File: config.mk
export PLATFORM = sky130hd
export DESIGN_NAME = hc_sr04_echo_rx
export DESIGN_NICKNAME = d
export VERILOG_FILES = /design/src/rtl/hc_sr04_pkg.sv /design/src/rtl/hc_sr04_us_tick.sv /design/src/rtl/hc_sr04_echo_rx.sv
export SDC_FILE = /design/constraint.sdc
export NUM_CORES = 1
export LEC_CHECK = 0
export ABC_CLOCK_PERIOD_IN_PS = 5300
export BUFFER_PORTS_ARGS = -buffer_cell sky130_fd_sc_hd__buf_2
export CAP_MARGIN = 10
export CORE_MARGIN = 1.5
export CORE_UTILIZATION = 55
export CTS_CLUSTER_SIZE = 14
export DETAILED_ROUTE_END_ITERATION = 8
export PLACE_DENSITY_LB_ADDON = 0.12
export SETUP_SLACK_MARGIN = 0.3
export SYNTH_ARGS = -nofsm -noshare
export SYNTH_HDL_FRONTEND = slang
export SYNTH_SLANG_ARGS = --single-unit
export TNS_END_PERCENT = 1
File: constraint.sdc
create_clock -name sys_clk -period 5.3 [get_ports sys_clk]
set_input_delay 0.795 -clock sys_clk [delete_from_list [all_inputs] [get_ports sys_clk]]
set_output_delay 0.795 -clock sys_clk [all_outputs]
set_load 0.1 [all_outputs]
File: src/rtl/hc_sr04_pkg.sv
// Shared HC-SR04 constants and FSM encoding.
// Used by the echo receiver and the trigger generator.
package hc_sr04_pkg;

    typedef enum logic [2:0] {
        IDLE,
        WAIT_RISE,
        MEASURE,
        CONVERT,
        DONE
    } state_t;

    localparam int US_PER_CM       = 58;
    localparam int CLKS_PER_US_DEF = 50;
    localparam int TIMEOUT_US_DEF  = 38000;
    localparam int US_W_DEF        = 16;
    localparam int CM_W_DEF        = 10;

endpackage

File: src/rtl/hc_sr04_us_tick.sv
// Restartable one-microsecond tick generator.
// tick is high for one cycle when the count reaches CLKS_PER_US-1.
module hc_sr04_us_tick
    import hc_sr04_pkg::*;
#(
    parameter int CLKS_PER_US = CLKS_PER_US_DEF
) (
    input  logic sys_clk,
    input  logic sys_rst,
    input  logic restart,
    output logic tick
);

    localparam int CW = (CLKS_PER_US > 1) ? $clog2(CLKS_PER_US) : 1;
    localparam logic [CW-1:0] LAST = CW'(CLKS_PER_US - 1);

    logic [CW-1:0] cnt;

    always_ff @(posedge sys_clk) begin
        if (sys_rst || restart) begin
            cnt <= '0;
        end else if (cnt == LAST) begin
            cnt <= '0;
        end else begin
            cnt <= cnt + 1'b1;
        end
    end

    assign tick = (cnt == LAST);

endmodule

File: src/rtl/hc_sr04_echo_rx.sv
// HC-SR04 echo receiver: times the ECHO pulse in microseconds.
// Define HC_SR04_DIST_CM_EN to build the centimetre divider.
module hc_sr04_echo_rx
    import hc_sr04_pkg::*;
#(
    parameter int CLKS_PER_US = CLKS_PER_US_DEF,
    parameter int TIMEOUT_US  = TIMEOUT_US_DEF,
    parameter int US_W        = US_W_DEF,
    parameter int CM_W        = CM_W_DEF
) (
    input  logic            sys_clk,
    input  logic            sys_rst,
    input  logic            start,
    input  logic            echo,
    output logic            busy,
    output logic            meas_valid,
    output logic [US_W-1:0] echo_us,
    output logic [CM_W-1:0] dist_cm,
    output logic            timeout
);

    localparam logic [US_W-1:0] TO_US = US_W'(TIMEOUT_US);

    state_t          state;
    logic            sync_a;
    logic            sync_b;
    logic            echo_d;
    logic            rise;
    logic            fall;
    logic            tick;
    logic            accept;
    logic [US_W-1:0] us_cnt;
    logic [US_W-1:0] res_us;
    logic            res_to;

`ifdef HC_SR04_DIST_CM_EN
    localparam state_t MEAS_EXIT = CONVERT;
    localparam logic [US_W-1:0] DIV = US_W'(US_PER_CM);
    logic [US_W-1:0] div_rem;
    logic [CM_W-1:0] div_q;
`else
    localparam state_t MEAS_EXIT = DONE;
    assign dist_cm = '0;
`endif

    assign accept = start && (state == IDLE);
    assign rise   = sync_b && !echo_d;
    assign fall   = !sync_b && echo_d;

    hc_sr04_us_tick #(
        .CLKS_PER_US(CLKS_PER_US)
    ) u_tick (
        .sys_clk(sys_clk),
        .sys_rst(sys_rst),
        .restart(accept),
        .tick   (tick)
    );

    always_ff @(posedge sys_clk) begin
        if (sys_rst) begin
            sync_a <= 1'b0;
            sync_b <= 1'b0;
            echo_d <= 1'b0;
        end else begin
            sync_a <= echo;
            sync_b <= sync_a;
            echo_d <= sync_b;
        end
    end

    always_ff @(posedge sys_clk) begin
        if (sys_rst) begin
            state      <= IDLE;
            busy       <= 1'b0;
            meas_valid <= 1'b0;
            echo_us    <= '0;
            timeout    <= 1'b0;
            us_cnt     <= '0;
            res_us     <= '0;
            res_to     <= 1'b0;
`ifdef HC_SR04_DIST_CM_EN
            dist_cm    <= '0;
            div_rem    <= '0;
            div_q      <= '0;
`endif
        end else begin
            unique case (state)
                IDLE: begin
                    meas_valid <= 1'b0;
                    busy       <= 1'b0;
                    if (start) begin
                        state  <= WAIT_RISE;
                        busy   <= 1'b1;
                        us_cnt <= '0;
                    end
                end
                WAIT_RISE: begin
                    if (rise) begin
                        state  <= MEASURE;
                        us_cnt <= '0;
                    end else if (us_cnt == TO_US) begin
                        state  <= DONE;
                        res_us <= '0;
                        res_to <= 1'b1;
`ifdef HC_SR04_DIST_CM_EN
                        div_q  <= '0;
`endif
                    end else if (tick) begin
                        us_cnt <= us_cnt + 1'b1;
                    end
                end
                MEASURE: begin
                    if (fall) begin
                        state   <= MEAS_EXIT;
                        res_us  <= us_cnt;
                        res_to  <= 1'b0;
`ifdef HC_SR04_DIST_CM_EN
                        div_rem <= us_cnt;
                        div_q   <= '0;
`endif
                    end else if (us_cnt == TO_US) begin
                        // Echo stuck high: saturate at the no-object width
                        state   <= MEAS_EXIT;
                        res_us  <= TO_US;
                        res_to  <= 1'b1;
`ifdef HC_SR04_DIST_CM_EN
                        div_rem <= TO_US;
                        div_q   <= '0;
`endif
                    end else if (tick) begin
                        us_cnt <= us_cnt + 1'b1;
                    end
                end
                CONVERT: begin
`ifdef HC_SR04_DIST_CM_EN
                    if (div_rem >= DIV) begin
                        div_rem <= div_rem - DIV;
                        div_q   <= div_q + 1'b1;
                    end else begin
                        state <= DONE;
                    end
`else
                    state <= IDLE;
`endif
                end
                DONE: begin
                    meas_valid <= 1'b1;
                    echo_us    <= res_us;
                    timeout    <= res_to;
`ifdef HC_SR04_DIST_CM_EN
                    dist_cm    <= div_q;
`endif
                    state      <= IDLE;
                end
                default: begin
                    state <= IDLE;
                end
            endcase
        end
    end

endmodule

==> flow_summary.ini, run 1 <==
[status]
outcome = complete, no violations

[sta]
hold_violations = 0
fin_crit_sh_pct = 40.8
tns_ns = 0
tightestPinTransition_ns = 1.04
worst_slack_ns = 3.14
slew_violations = 0
maxSlewHeadroom_pct = 29.9
finalSetupViolCount = 0
fmax_ghz = 0.462
min_period_ns = 2.16
worst_hold_slack_ns = 0.437
skew_ns = 0.0109
rsz0062_at_grt = false

[worst_setup_path]
slowest_stage = nor3_2
crit_required_ns = 5.58
slowest_delay_ns = 0.71
arrival_ns = 2.44
r2r-start = us_cnt[0]$_SDFFE_PP0P_
reg2reg_depth = 7
reg2reg_to = res_us[3]$_SDFFE_PP0P_
cp_common_cell = nor3_2
endpoint = res_us[3]$_SDFFE_PP0P_
path_cells = inv_1 -> ha_1 -> nor3b_1 -> nand4_1 -> nor3_2 -> nor3_2 -> a22o_1
crit_start = us_cnt[0]$_SDFFE_PP0P_
critPathMaxFanout = 16
endpoint_kind = register
cp-start-kind = register
rrSetupSlack_ns = 3.14
criticalPathCategory = reg2reg

[grt]
grt_max_degree = 32
antenna_found_initial = 0
grt_util_all_layers_pct = 20.9
grt_pass1_vias = 1779
grt_pass1_wl_mm = 8.73
gr-total-overflow = 0

[layout]
utilization_pct = 64.5
fin_nets = 329
drive_gt1_share_pct = 19.0
fillers = 454
seqCellArea_sq_um = 1280
multi_input_area_sq_um = 1360
num_antenna_cells = 0
synthToLayoutAreaGrowth_pct = 10.7

[synth]
ys_warn_count = 0
syn_area_per_cell_sq_um = 9.23
synth.distinct_cells = 46
ys_ff_latch = 64
syn_inst = 304
synth_flop_cell = dfxtp_1
yosysSeqAreaShare_pct = 45.7
async_reset_ff_share_pct = 0
synth_edf_count = 0
syn_area_sq_um = 2810

[floorplan]
fp.coreArea_sq_um = 4820
dieArea_sq_um = 5540
die_y_microns = 74.4
die_x_microns = 74.4
ios = 33
initial_utilization_pct = 58.2
num_rows = 25

[clock_tree]
holdBufCountCts = 0
cts_root_buf = clkbuf_8
clock_sinks = 64
post_cts_resized = 0
cts_inserted_buffers = 9
htree_levels = 3
clk_path_buf_depth = 2
post-cts-setup-buffers = 0
cts_tree = yes
path_clk_slew_ns = 0.07
worstSkewPairLatency_ns = 0.34

[power_and_ir_drop]
power_density_nw_per_um2 = 344
total_power_uw = 1070
ir_worst_vdd_v = 0.000171
combPwrFrac_pct = 6.3
leakagePower_uw = 0.00113
p_sw_share_pct = 23.2
clkPwrFrac_pct = 48.0
p_seq_share_pct = 45.7
switchingPower_uw = 248
p_int_uw = 821

[placement]
gp_congestion = 0.817
dp_hpwl_mm = 3.66
dpl_worst_slack_ns = 3.03
io_buffers = 22

[route]
antenna_left = 0
routed_wl_mm = 5.31
first_pass_iters = 4
drc = 0
viasPerCell = 5.30
via_count = 2083
wl_per_cell_microns = 13.5
drtIter0Drc = 115

[job]
drv_cap = 0

[hold_path]
hold_path_class = reg2reg
-- kinds of logic after synthesis --
kind of cell / synth area share [%]
compound gates: 12.0
flops: 45.7
simple gates: 27.3
xor+xnor: 5.00
mux: 1.07
other cells: 0.134
buf+inv: 7.05
fa+ha+maj: 1.78
-- how the worst min path moves through the flow --
| stage | cells after the start | end | slack, ns | from |
|---|---|---|---|---|
| floorplan | 1 | sync_b$_SDFF_PP0_ | 0.41 | sync_a$_SDFF_PP0_ |
| global placement | 1 | sync_b$_SDFF_PP0_ | 0.42 | sync_a$_SDFF_PP0_ |
| detailed placement | 1 | sync_b$_SDFF_PP0_ | 0.42 | sync_a$_SDFF_PP0_ |
| CTS | 1 | sync_b$_SDFF_PP0_ | 0.44 | sync_a$_SDFF_PP0_ |
| global route | 1 | sync_b$_SDFF_PP0_ | 0.46 | sync_a$_SDFF_PP0_ |
| finish | 1 | sync_b$_SDFF_PP0_ | 0.44 | sync_a$_SDFF_PP0_ |
-- cell usage in the layout (no fill, tap or decap), types with 2 or more instances in the layout --
cell type   n
nor3_2      3
dfxtp_1    64
a21oi_1    23
ha_1        4
nand3_1     7
conb_1     10
inv_1       5
nor2_1     28
nor2b_1     5
nand2_1    42
nor4b_1     2
clkbuf_8   10
nor4b_2     4
nand2b_1    4
buf_2      22
nor4_2      6
o2bb2ai_1   7
o21ai_1     2
a22o_1     10
o21ai_0     4
mux2i_1     3
xnor2_1    12
or3_1       5
nand4_1     6
xor2_1      4
nor3_1      4
bufinv_16   3
nor2_2      7
and4_1      3
-- layer usage --
layer | up-vias | track usage, % | share of wire, %
met2 | 55 | 29.4 | 44
met4 | 0 | 9.70 | 0.83
li1 | 1067 | - | -
met3 | 8 | 4.88 | 4.2
met5 | - | 0 | 0
met1 | 953 | 30.3 | 51
-- cell usage after synthesis (all sizes together), types with 2 or more instances --
cell,count,share of area (%)
a22o,10,3.1
buf,17,4.3
a21oi,23,4.1
dfxtp,64,46
xor2,4,1.2
and3,2,0.49
xnor2,12,3.7
nand2b,4,0.89
o2bb2ai,7,2.2
o21ai,6,1.1
nor4b,6,2.8
mux2i,3,1.1
nand3,7,1.2
ha,4,1.8
nor2,35,5.3
nor2b,5,1.1
and4,3,0.94
nand4,6,1.3
nor3,7,1.8
nor4,6,2.7
nand2,42,5.6
or3,5,1.1
inv,5,0.67
clkbuf,9,2.1
-- worst max-delay path, delay by kind of cell, from the launching register on --
| kind | cells | cell delay, ns |
|---|---|---|
| AO/OA/AOI/OAI | 1 | 0.26 |
| buffers and inverters | 1 | 0.09 |
| flip-flops | 1 | 0.39 |
| AND/OR/NAND/NOR | 4 | 1.18 |
| adder cells (fa/ha/maj) | 1 | 0.19 |
-- sequential cells by signal (all words and copies together) (netlist names) --
register / cells
busy: 1
echo_d: 1
echo_us: 16
meas_valid: 1
res_to: 1
res_us: 16
state: 3
sync_a: 1
sync_b: 1
timeout: 1
u_tick.cnt: 6
us_cnt: 16
-- metrics by stage --
stage / cell area, sq um / instances
2_1_floorplan: 2840 / 313
3_3_place_gp: 2860 / 377
3_5_place_dp: 2860 / 377
4_1_cts: 3110 / 393
5_1_grt: 3110 / 393
6_report: 3110 / 393
-- power groups by stage --
stage / clock network (uW) / registers, uW / logic (uW)
floorplan: 0 / 502 / 65.7
global placement: 0 / 499 / 66.4
detailed placement: 0 / 500 / 66.9
CTS: 518 / 489 / 67.1
global route: 541 / 489 / 71.4
finish: 513 / 489 / 67.1
-- area by class of cell --
type | count | area share, %
Tap cell | 67 | 2.70
Multi-Input combinational cell | 218 | 43.8
Sequential cell | 64 | 41.2
Clock inverter | 5 | 3.34
Timing Repair Buffer | 23 | 3.79
Clock buffer | 11 | 4.55
Inverter | 5 | 0.604
(Power assumes the default switching activity.)
==> run 2, diff against run 1 <==
- ABC_AREA: default -> 1
- ABC_CLOCK_PERIOD_IN_PS: 5300 -> 1850
- CORE_UTILIZATION: 55 -> 52
- clock period: 5.3 -> 1.85 ns (I/O delays scaled with it)
==> flow_summary.ini, run 2 <==
[sta]
fin_crit_sh_pct = 81.1
hold_violations = 0
fmax_ghz = 0.667
skew_ns = 0.0106
rsz0062_at_grt = true
worst_hold_slack_ns = 0.137
tns_ns = 0
finalSetupViolCount = 0
min_period_ns = 1.50
slew_violations = 0

[clock_tree]
cts_inserted_buffers = 9
clock_sinks = 64
cts_root_buf = clkbuf_8
clk_path_buf_depth = 2
htree_levels = 3
holdBufCountCts = 0
cts_tree = yes
path_clk_slew_ns = 0.07
worstSkewPairLatency_ns = 0.35

[floorplan]
ios = 33
initial_utilization_pct = 53.3
die_y_microns = 77.7
die_x_microns = 77.7
num_rows = 27
dieArea_sq_um = 6030
fp.coreArea_sq_um = 5440

[grt]
grt_pass1_vias = 2383
grt_pass1_wl_mm = 10.8
grt_util_all_layers_pct = 23.0
gr-total-overflow = 0
antenna_found_initial = 0
grt_max_degree = 21

[route]
drc = 0
drtIter0Drc = 153
routed_wl_mm = 6.45
antenna_left = 0
via_count = 2590
viasPerCell = 5.01
first_pass_iters = 4
wl_per_cell_microns = 12.5

[worst_setup_path]
slowest_delay_ns = 0.33
critPathMaxFanout = 5
critPathTopFamily = simple AND/OR/NAND/NOR gates
critical_path_buf_inv_count = 2
slowest_stage = dfxtp_2
rrSetupSlack_ns = 0.35
criticalPathCategory = reg2reg
cp-start-kind = register
endpoint_kind = register
crit_required_ns = 2.10
arrival_ns = 1.75
cp_common_cell = nand2_1
path_cells = inv_2 -> ha_4 -> nand3_4 -> nor2_4 -> buf_6 -> nand4_1 -> nor2_2 -> nand2_1 -> nand2_1 -> nor2_1

[synth]
synth.distinct_cells = 38
yosysTopAreaCell = dfxtp_1
yosysTopAreaCellShare_pct = 44.2
syn_area_sq_um = 2900
synth_edf_count = 0
yosysMostFrequentCell = nand2_1
syn_area_per_cell_sq_um = 7.28
async_reset_ff_share_pct = 0
syn_inst = 398
ys_warn_count = 0
synth_flop_cell = dfxtp_1
yosysSeqAreaShare_pct = 44.2
ys_ff_latch = 64
synthTopCellsByCount = nand2_1, nor2_1, dfxtp_1
synthTopCellsByArea = dfxtp_1, nand2_1, nor2_1

[placement]
dp_hpwl_mm = 4.37
dp.cells = 486
gp_congestion = 0.904
io_buffers = 22

[layout]
instances_no_fill = 517
final_common_cell = nand2_1
synthToLayoutAreaGrowth_pct = 22.2
fin_nets = 448
drive_gt1_share_pct = 24.5
reg.largest.list = echo_us (16), res_us (16), us_cnt (16)
num_antenna_cells = 0
mostFrequentLayoutCells = nand2_1, nor2_1, dfxtp_1

[job]
drv_cap = 0

[hold_path]
hold_path_class = in2reg

[power_and_ir_drop]
leakagePower_uw = 0.00146
power_density_nw_per_um2 = 849
ir_worst_vdd_v = 0.000440

[status]
outcome = complete, no violations
run 2: changes by cell type after synthesis, sizes merged, moves of 4 or more:
cell	before	now
o2bb2ai	7	0
nand3	7	18
nor2	35	85
o21ai	6	27
nor2b	5	0
a22o	10	0
nor4b	6	0
nand2b	4	0
nand2	42	87
inv	5	35
xnor2	12	1
nor4	6	0
or3	5	0
run 2: cell type report:
type	instances	area, sq um
clock buffer	10	128
timing repair buffer	43	279
multi-input combinational	287	1510
fill	474	1900
clock inverter	6	93.8
tap	72	90.1
inverter	35	141
sequential	64	1300
run 2: kinds of logic after synthesis:
family	after synthesis	synth area share [%]
compound gates	57	10.7
buf+inv	57	9.62
other cells	1	0.129
fa+ha+maj	4	1.73
simple gates	212	32.8
flops	64	44.2
xor+xnor	3	0.907
run 2: path summary, 6_finish.rpt:
path / startpoint / to / cells past startpoint
max: u_tick.cnt[1]$_SDFF_PP0_ / us_cnt[10]$_SDFFE_PP0P_ / 10
min: echo / sync_a$_SDFF_PP0_ / 3
max reg2reg: u_tick.cnt[1]$_SDFF_PP0_ / us_cnt[10]$_SDFFE_PP0P_ / 10
min reg2reg: sync_a$_SDFF_PP0_ / sync_b$_SDFF_PP0_ / 2
run 2: what timing repair did:
action,in CTS,in global routing
pin swaps,4,11
setup endpoints to repair,15,44
cloned,0,1
resized for setup,8,41
buffers inserted,9,5
run 2: layer usage:
metal  vias to the layer above  track usage [%]  part of all wire, %
met5                         -                0                    0
met2                        68             37.0                   45
met1                      1157             28.5                   48
li1                       1344                -                    -
met3                        21             5.41                  4.1
met4                         0             12.2                  3.2
run 2: metrics by stage:
stage / total power, uW / util (%) / area [sq um] / setup WS (ns)
2_1_floorplan: 1640 / - / 2930 / 0.396
5_1_grt: 3120 / 65.1 / 3540 / 0.239
3_5_place_dp: 1660 / 55.9 / 3040 / 0.165
3_3_place_gp: 1660 / 55.9 / 3040 / 0.190
4_1_cts: 3000 / 61.7 / 3360 / 0.269
6_report: 3010 / 65.1 / 3540 / 0.350
run 2: where the power goes:
part | internal (uW) | switching (uW) | total (uW)
Sequential | 1390 | 13.5 | 1400
Clock | 765 | 555 | 1320
Combinational | 70.7 | 213 | 284
Total | 2220 | 781 | 3010
run 2: worst reg2reg max path, stage by stage, from the launching register on:
cell     delay (ns)
dfxtp_2        0.33
inv_2          0.06
ha_4           0.14
nand3_4        0.06
nor2_4         0.22
buf_6          0.14
nand4_1        0.16
nor2_2         0.14
nand2_1        0.06
nand2_1        0.05
nor2_1         0.04
==> run 3, diff against run 2 <==
- ABC_CLOCK_PERIOD_IN_PS: 1850 -> 1250
- clock period: 1.85 -> 1.25 ns (I/O delays scaled with it)
==> flow_summary.ini, run 3 (synthesis gave the netlist of run 2 again) <==
[status]
outcome = finished, violations left
violations = negative setup slack

[worst_setup_path]
cp-start-kind = register
slowest_stage = dfxtp_2
path_cells = inv_2 -> buf_4 -> nor3_4 -> inv_4 -> nor2_4 -> nor2_4 -> nand3_1 -> nand2_1 -> nand2_1 -> nor2_1
slowest_delay_ns = 0.36
arrival_ns = 1.71
critical_path_buf_inv_count = 3
reg2reg_depth = 10
cp.depth = 10
criticalPathCategory = reg2reg
critPathMaxFanout = 7
endpoint_kind = register
critPathTopFamily = simple AND/OR/NAND/NOR gates
crit_required_ns = 1.48

[grt]
grt_pass1_vias = 2692
grt_max_degree = 25
grt_util_met2_pct = 42.9
gr-total-overflow = 0
grt_pass1_wl_mm = 12.4
grt_use_met3_pct = 6.35
antenna_found_initial = 0
top_usage_layer = met2
use_met1_pct = 32.7
grt_util_all_layers_pct = 26.1

[hold_path]
hold_depth = 3
hold_path_class = in2reg

[sta]
worst_slack_ns = -0.230
min_period_ns = 1.48
hold_violations = 0
tns_ns = -6.66
fmax_ghz = 0.676
finalSetupViolCount = 45
fin_crit_sh_pct = 118
skew_ns = 0.00846
slew_violations = 0
rsz0062_at_grt = true

[route]
drc = 0
first_pass_iters = 5
antenna_left = 0
drtIter0Drc = 121
wl_per_cell_microns = 13.5
via_count = 2819
viasPerCell = 4.99
routed_wl_mm = 7.64

[job]
drv_cap = 0

[clock_tree]
cts_inserted_buffers = 9
path_clk_slew_ns = 0.07
cts_tree = yes
worstSkewPairLatency_ns = 0.34
htree_levels = 3
cts_root_buf = clkbuf_8
clock_sinks = 64
clk_path_buf_depth = 2

[layout]
reg.largest.list = echo_us (16), res_us (16), us_cnt (16)
synthToLayoutAreaGrowth_pct = 45.1
mostFrequentLayoutCells = nand2_1, nor2_1, buf_4
drive_gt1_share_pct = 38.1
num_antenna_cells = 0
instances_no_fill = 565
final_common_cell = nand2_1
fin_nets = 496
final_area_sq_um = 4210

[power_and_ir_drop]
total_power_uw = 4090
ir_worst_vdd_v = 0.000613
leakagePower_uw = 0.00174
power_density_nw_per_um2 = 972

[placement]
dp.cells = 545
dp_hpwl_mm = 5.04
place_area_sq_um = 3650
io_buffers = 22
gp_congestion = 0.889

[floorplan]
fp.coreArea_sq_um = 5440
initial_utilization_pct = 53.3
dieArea_sq_um = 6030
die_x_microns = 77.7
ios = 33
num_rows = 27
die_y_microns = 77.7
## run 3: changes by cell type in the layout (fill, tap and decap cells not counted), sizes merged
cell	before	now
clkinv	3	2
clkbuf	10	13
buf	43	91
bufinv	2	0
nor2	85	86
nand2	88	87
## run 3: what timing repair did
item / CTS / global route
endpoints found under the hold margin: 0 / 0
endpoints found under the setup margin: 80 / 80
setup buffers: 2 / 1
pin swaps: 9 / 15
gates resized for setup: 71 / 42
cloned: 1 / 0
hold buffers: 0 / 0
## run 3: layout make-up
| class | count | area, sq um |
|---|---|---|
| clock buffer | 13 | 149 |
| clock inverter | 3 | 17.5 |
| fill | 408 | 1230 |
| inverter | 35 | 139 |
| multi-input combinational | 287 | 1560 |
| sequential | 64 | 1310 |
| tap | 72 | 90.1 |
| timing repair buffer | 91 | 936 |
## run 3: path summary, 6_finish.rpt
path / from / endpoint / slack, ns
setup / recovery: state[1]$_SDFFE_PP0P_ / us_cnt[0]$_SDFFE_PP0P_ / -0.23
setup reg to reg: state[1]$_SDFFE_PP0P_ / us_cnt[0]$_SDFFE_PP0P_ / -0.23
hold / removal: echo / sync_a$_SDFF_PP0_ / 0.05
hold reg to reg: sync_a$_SDFF_PP0_ / sync_b$_SDFF_PP0_ / 0.41
## run 3: power by group
part / switching (uW) / total (uW) / internal (uW)
logic: 327 / 461 / 134
registers: 15.9 / 2070 / 2060
clock network: 782 / 1550 / 770
total: 1120 / 4090 / 2960
## run 3: worst register-to-register path, stage by stage (launching register included)
cell	delay [ns]
dfxtp_2	0.36
inv_2	0.05
buf_4	0.13
nor3_4	0.21
inv_4	0.08
nor2_4	0.17
nor2_4	0.09
nand3_1	0.10
nand2_1	0.07
nand2_1	0.08
nor2_1	0.04
## run 3: routing by layer
layer | vias to the layer above | part of all wire (%)
li1 | 1436 | -
met5 | - | 0
met4 | 0 | 2.3
met3 | 17 | 5.1
met1 | 1302 | 44
met2 | 64 | 49
## run 3: through the flow
| step | hold WS (ns) | setup slack (ns) | utilization [%] |
|---|---|---|---|
| after global placement | 0.387 | -0.290 | 67.1 |
| after floorplan | 0.294 | -0.204 | - |
| after CTS | 0.0428 | -0.240 | 74.5 |
| after global routing | 0.0570 | -0.360 | 77.3 |
| after detailed placement | 0.399 | -0.361 | 67.1 |
| final | 0.0537 | -0.230 | 77.3 |
